**src/rtl/hard_png_parser.sv**
```systemverilog
// Streaming PNG container parser: signature check, chunk framing with CRC-32,
// IHDR field decode and IDAT payload forwarding tagged with the flow ip/port.
module hard_png_parser #(
  parameter logic [31:0] MAX_CHUNK_LEN = 32'h0010_0000
) (
  input  logic        clk,
  input  logic        rstn,
  input  logic        istart,
  input  logic        ivalid,
  input  logic [7:0]  ibyte,
  input  logic [31:0] ip,
  input  logic [15:0] port,
  output logic        iready,
  output logic [31:0] o_ip,
  output logic [15:0] o_port,
  output logic        hdr_valid,
  output logic [31:0] width,
  output logic [31:0] height,
  output logic [7:0]  bit_depth,
  output logic [7:0]  colortype,
  output logic        interlace,
  output logic        odata_valid,
  output logic [7:0]  odata,
  output logic        done,
  output logic        error,
  output logic [2:0]  err_code
);

  typedef enum logic [2:0] {IDLE, SIG, LEN, TYPE, DATA, CRC, DONE, ERR} state_t;

  localparam logic [31:0] T_IHDR = 32'h4948_4452;
  localparam logic [31:0] T_IDAT = 32'h4944_4154;
  localparam logic [31:0] T_IEND = 32'h4945_4E44;

  state_t      state;
  logic [31:0] cnt, len, crc;
  logic [23:0] crc_rx, type_sh;
  logic        first_chunk, is_ihdr, is_idat, is_iend;

  logic [31:0] crc_nxt, len_nxt, type_nxt, crc_rx_nxt;
  logic [7:0]  sig_exp;

  // Bitwise-unrolled reflected CRC-32 step, one full byte per call.
  function automatic logic [31:0] crc_byte(input logic [31:0] c, input logic [7:0] b);
    logic [31:0] r;
    r = c ^ {24'd0, b};
    for (int i = 0; i < 8; i++)
      r = r[0] ? ((r >> 1) ^ 32'hEDB8_8320) : (r >> 1);
    return r;
  endfunction

  assign iready     = 1'b1;
  assign crc_nxt    = crc_byte(crc, ibyte);
  assign len_nxt    = {len[23:0], ibyte};
  assign type_nxt   = {type_sh, ibyte};
  assign crc_rx_nxt = {crc_rx, ibyte};

  always_comb begin
    sig_exp = 8'h89;
    case (cnt[2:0])
      3'd0: sig_exp = 8'h89;
      3'd1: sig_exp = 8'h50;
      3'd2: sig_exp = 8'h4E;
      3'd3: sig_exp = 8'h47;
      3'd4: sig_exp = 8'h0D;
      3'd5: sig_exp = 8'h0A;
      3'd6: sig_exp = 8'h1A;
      default: sig_exp = 8'h0A;
    endcase
  end

  always_ff @(posedge clk or negedge rstn) begin
    if (!rstn) begin
      state       <= IDLE;
      cnt         <= '0;
      len         <= '0;
      crc         <= '1;
      crc_rx      <= '0;
      type_sh     <= '0;
      first_chunk <= 1'b0;
      is_ihdr     <= 1'b0;
      is_idat     <= 1'b0;
      is_iend     <= 1'b0;
      o_ip        <= '0;
      o_port      <= '0;
      hdr_valid   <= 1'b0;
      width       <= '0;
      height      <= '0;
      bit_depth   <= '0;
      colortype   <= '0;
      interlace   <= 1'b0;
      odata_valid <= 1'b0;
      odata       <= '0;
      done        <= 1'b0;
      error       <= 1'b0;
      err_code    <= '0;
    end else begin
      odata_valid <= 1'b0;
      done        <= 1'b0;
      if (istart) begin
        // Byte arriving alongside istart is deliberately dropped.
        state       <= SIG;
        cnt         <= '0;
        len         <= '0;
        crc_rx      <= '0;
        type_sh     <= '0;
        first_chunk <= 1'b1;
        is_ihdr     <= 1'b0;
        is_idat     <= 1'b0;
        is_iend     <= 1'b0;
        o_ip        <= ip;
        o_port      <= port;
        hdr_valid   <= 1'b0;
        width       <= '0;
        height      <= '0;
        bit_depth   <= '0;
        colortype   <= '0;
        interlace   <= 1'b0;
        error       <= 1'b0;
        err_code    <= '0;
      end else if (ivalid) begin
        case (state)
          SIG: begin
            if (ibyte != sig_exp) begin
              state <= ERR; error <= 1'b1; err_code <= 3'd1;
            end else if (cnt == 32'd7) begin
              state <= LEN; cnt <= '0;
            end else cnt <= cnt + 32'd1;
          end
          LEN: begin
            len <= len_nxt;
            if (cnt == 32'd3) begin
              cnt <= '0;
              if (len_nxt > MAX_CHUNK_LEN) begin
                state <= ERR; error <= 1'b1; err_code <= 3'd4;
              end else begin
                state <= TYPE; crc <= '1;
              end
            end else cnt <= cnt + 32'd1;
          end
          TYPE: begin
            crc     <= crc_nxt;
            type_sh <= type_nxt[23:0];
            if (cnt == 32'd3) begin
              cnt <= '0;
              if (first_chunk && (type_nxt != T_IHDR || len != 32'd13)) begin
                state <= ERR; error <= 1'b1; err_code <= 3'd2;
              end else begin
                is_ihdr     <= first_chunk;
                is_idat     <= (type_nxt == T_IDAT);
                is_iend     <= (type_nxt == T_IEND);
                first_chunk <= 1'b0;
                state       <= (len == 32'd0) ? CRC : DATA;
              end
            end else cnt <= cnt + 32'd1;
          end
          DATA: begin
            crc <= crc_nxt;
            if (is_ihdr) begin
              if (cnt < 32'd4)       width  <= {width[23:0], ibyte};
              else if (cnt < 32'd8)  height <= {height[23:0], ibyte};
              else if (cnt == 32'd8) bit_depth <= ibyte;
              else if (cnt == 32'd9) colortype <= ibyte;
              else if (cnt == 32'd12) interlace <= ibyte[0];
            end
            if (is_idat) begin
              odata_valid <= 1'b1;
              odata       <= ibyte;
            end
            if (cnt == len - 32'd1) begin
              state <= CRC; cnt <= '0;
            end else cnt <= cnt + 32'd1;
          end
          CRC: begin
            crc_rx <= crc_rx_nxt[23:0];
            if (cnt == 32'd3) begin
              cnt <= '0;
              if (crc_rx_nxt != ~crc) begin
                state <= ERR; error <= 1'b1; err_code <= 3'd3;
              end else if (is_iend) begin
                state <= DONE; done <= 1'b1;
              end else begin
                state <= LEN;
                if (is_ihdr) hdr_valid <= 1'b1;
              end
            end else cnt <= cnt + 32'd1;
          end
          DONE: begin
            state <= ERR; error <= 1'b1; err_code <= 3'd5;
          end
          default: ;
        endcase
      end
    end
  end

endmodule

```
**config.mk**
```make
export PLATFORM = sky130hd
export DESIGN_NAME = hard_png_parser
export DESIGN_NICKNAME = d
export VERILOG_FILES = /design/src/rtl/hard_png_parser.sv
export SDC_FILE = /design/constraint.sdc
export NUM_CORES = 1
export LEC_CHECK = 0
export CAP_MARGIN = 5
export CELL_PAD_IN_SITES_DETAIL_PLACEMENT = 0
export CELL_PAD_IN_SITES_GLOBAL_PLACEMENT = 1
export CORE_UTILIZATION = 43
export CTS_CLUSTER_SIZE = 40
export DETAILED_ROUTE_END_ITERATION = 6
export HOLD_SLACK_MARGIN = 0.08
export PLACE_DENSITY_LB_ADDON = 0.12
export SLEW_MARGIN = 10
export SYNTH_ARGS = -nofsm -noshare
export SYNTH_HDL_FRONTEND = slang
export SYNTH_SLANG_ARGS = --single-unit
```
**constraint.sdc**
```tcl
create_clock -name clk -period 4.61 [get_ports clk]
set_clock_uncertainty 0.1 [all_clocks]
set_input_delay 1.1525 -clock clk [delete_from_list [all_inputs] [get_ports clk]]
set_output_delay 1.1525 -clock clk [all_outputs]
set_load 0.01 [all_outputs]
```
==> impl_results.md <==
* Outcome: complete, no violations
* Avg WL per Cell at 19.5 um
* Max Buffers Root-to-Sink at 3
* Share of cells above drive strength 1 at 0.161
* Layout Nets at 1733
* Cell depth of the worst hold path at 2
* RR Startpoint: len[1]
* Initial antenna violation count at 1
* Vias per inst at 5.60
* Final critical-path share of the clock period at 0.858
* WP data required at 4.91 ns
* Synth cell types at 69
* Total Routing Usage GR at 0.237
* Yosys warnings at 0
* Mux cell area share after synthesis at 0.0896
* Port Buffers at 203
* Post-CTS Hold Buffers at 0
* Post-Synth Adder-Cell Area at 0.00829
* Die W at 189 um
* Worst EP arrival at 4.25 ns
* RR Endpoint: cnt[17]
* Synthesized cell area at 15100 sq um
* Setup_tns at 0 ns
* Post-Syn Instances at 1484
* Worst hold path type: flip-flop to flip-flop
* Syn-to-layout area delta at 25.7%
* Synth Area in Simple Gates at 0.166
* Compound-Gate Fraction of Synth Area at 0.127
* Nature of the critical path startpoint: flip-flop
* Slew @ Worst Pin at 1.12 ns
* RD Place Congestion at 0.870
* Hold_sp: width[24]
* Initial DRT Pass Iterations at 5
* Post-synth EDFFs at 0
* Leak at 7.80 nW
* Syn Nets at 1554
* CORE AREA at 34500 sq um
* GRT overflow at 0
* Later-pin clock latency in the skew report at 0.51 ns
* CP Max Fanout at 57
* Crit path time final at 3.96 ns
* P per Cell Area at 452 nW/um^2
* Maximum VDD drop at 309 uV
* Max Slew Vio Count at 0
* Final hold vios at 0
* Chip height at 189 um
* Vias in the first global route at 11900
* Htree depth at 2
* Async SR Flop Fraction at 1.00
* Initial drt markers at 877
* Drt total wl at 41.8 mm
* Initial core utilization at 0.437
* Most common cell after layout, fill and taps aside: dfrtp_1
* Max Clk Rate at 253 MHz
* I/O Pins at 205
* CP Class: flip-flop to flip-flop
* Commonest register cell after synthesis: dfrtp_1
* Global-route wire length before repair at 67.8 mm
* CTS clk-pin slew, worst paths at 0.06 ns
* Vias at 12000
* # resized after CTS at 0
* #FFs+latches synth at 295
* RSZ-0062 raised after global routing: false
* CTS Buf Count at 34
* Setup bufs post-CTS at 0
* Worst reg-to-reg path cell count at 11
* Sequential share of the synthesized area at 0.492
* Sink Count at 295
* Worst Hold End: width[24]
* # Max-Cap Violations at 0
* CTS root buf: clkbuf_16
* Largest net degree at the start of global routing at 88
* Synthesized area per cell at 10.2 sq um
* # DRC at 0
* Final setup viols at 0
* Nature of the critical path endpoint: flip-flop
* Routed Antenna Nets at 0
* Max_slew headroom at 0.254
* Hold WS at 0.377 ns
* Detail Placement HPWL at 28.6 mm
* Largest family of logic cells by synthesized area: simple AND/OR/NAND/NOR gates
* Die ar. at 35900 sq um
* CTS tree: built
* R2R Setup Slk at 0.65 ns
* XOR/XNOR share of the synthesized area at 0.0812
* # rows at 68
* Most frequent cells in the layout: 263 x dfrtp_1, 238 x nand2_1, 201 x clkdlybuf4s50_1
## layout make-up
type	count	area, sq um
clock buffer	48	1010
inverter	24	90.1
clock inverter	12	264
antenna	1	2.50
timing repair buffer	253	2450
multi-input combinational	1055	7160
tap	455	569
sequential	295	7420
fill	3110	15600
## power by group
part           internal, mW  switching, mW  total (mW)
combinational          1.16           1.23        2.40
clock                  1.98           1.09        3.07
sequential             2.89          0.208        3.10
## sequential cells by signal, summed over array words and instances, names as in the netlist
signal / cells
interlace: 1
o_port: 16
cnt: 32
colortype: 8
odata_valid: 1
crc_rx: 24
width: 32
hdr_valid: 1
is_idat: 1
done: 1
is_iend: 1
type_sh: 24
error: 1
first_chunk: 1
o_ip: 32
state: 3
is_ihdr: 1
crc: 32
err_code: 3
bit_depth: 8
height: 32
odata: 8
len: 32
## critical path, cell delays in order (launching register included)
cell and delay, ns:
dfrtp_1 0.47, inv_1 0.11, ha_1 0.29, nor4b_1 0.36, nand4_1 0.29, or3_1 0.42
a211o_1 0.30, or4_4 0.54, nor4_4 0.33, buf_12 0.28, o311ai_0 0.17, o21a_1 0.15
## worst max path at each step
| stage | end | slack, ns | startpoint |
|---|---|---|---|
| after floorplan | cnt[20] | 0.96 | len[0] |
| after global placement | err_code[2] | 0.28 | ibyte[6] |
| after detailed placement | err_code[1] | 0.24 | ibyte[6] |
| after CTS | cnt[14] | 0.68 | len[1] |
| after global routing | cnt[17] | 0.37 | len[1] |
| final | cnt[17] | 0.65 | len[1] |
## stage by stage
stage                     setup WS (ns)  instance area, sq um  power, mW  utilization  cells
after global routing              0.369                 19000       9.00        0.549   2143
after CTS                         0.678                 19000       8.66        0.549   2142
final                             0.653                 19000       8.57        0.549   2143
after detailed placement          0.235                 17700       5.54        0.512   2082
after floorplan                   0.958                 15100       4.77            -   1484
after global placement            0.283                 17700       5.52        0.512   2082
## Yosys cell counts, types with 6 or more instances
| library cell | number | area share |
|---|---|---|
| a21oi_1 | 82 | 0.027 |
| mux2i_1 | 8 | 0.0053 |
| nor2_1 | 53 | 0.013 |
| nand3_1 | 25 | 0.0083 |
| buf_1 | 11 | 0.0027 |
| or3_1 | 6 | 0.0025 |
| ha_1 | 10 | 0.0083 |
| nor4_1 | 35 | 0.015 |
| clkbuf_1 | 89 | 0.022 |
| mux2_2 | 113 | 0.084 |
| a31oi_1 | 8 | 0.0033 |
| dfrtp_1 | 263 | 0.44 |
| a22o_1 | 58 | 0.034 |
| and3_1 | 10 | 0.0041 |
| nor2b_1 | 12 | 0.0050 |
| and2_1 | 6 | 0.0025 |
| nand4_1 | 26 | 0.011 |
| o21ai_0 | 32 | 0.011 |
| xnor2_1 | 74 | 0.043 |
| o22a_1 | 7 | 0.0041 |
| inv_1 | 23 | 0.0057 |
| nand2_1 | 238 | 0.059 |
| nor3_1 | 38 | 0.013 |
| or4_1 | 8 | 0.0040 |
| o21a_1 | 19 | 0.0095 |
| a211o_1 | 6 | 0.0035 |
| nor3b_1 | 14 | 0.0070 |
| xor2_1 | 66 | 0.038 |
| o311ai_0 | 17 | 0.0099 |
| a211oi_1 | 11 | 0.0055 |
| nand2b_1 | 10 | 0.0041 |
| dfstp_2 | 32 | 0.056 |
## per-layer routing
metal / routed length (um) / track usage
met2: 18500 / 0.359
met3: 2740 / 0.0476
met5: 0 / 0
met1: 19600 / 0.344
met4: 914 / 0.0627
## cells by family (layout without fill, tap and decap cells)
kind of cell,after synthesis,count (layout)
other cells,1,2
simple gates,506,506
flops,295,295
buf+inv,134,337
compound gates,277,277
mux,121,121
fa+ha+maj,10,10
xor+xnor,140,140
Note: power is estimated with default switching activity, not from simulation.
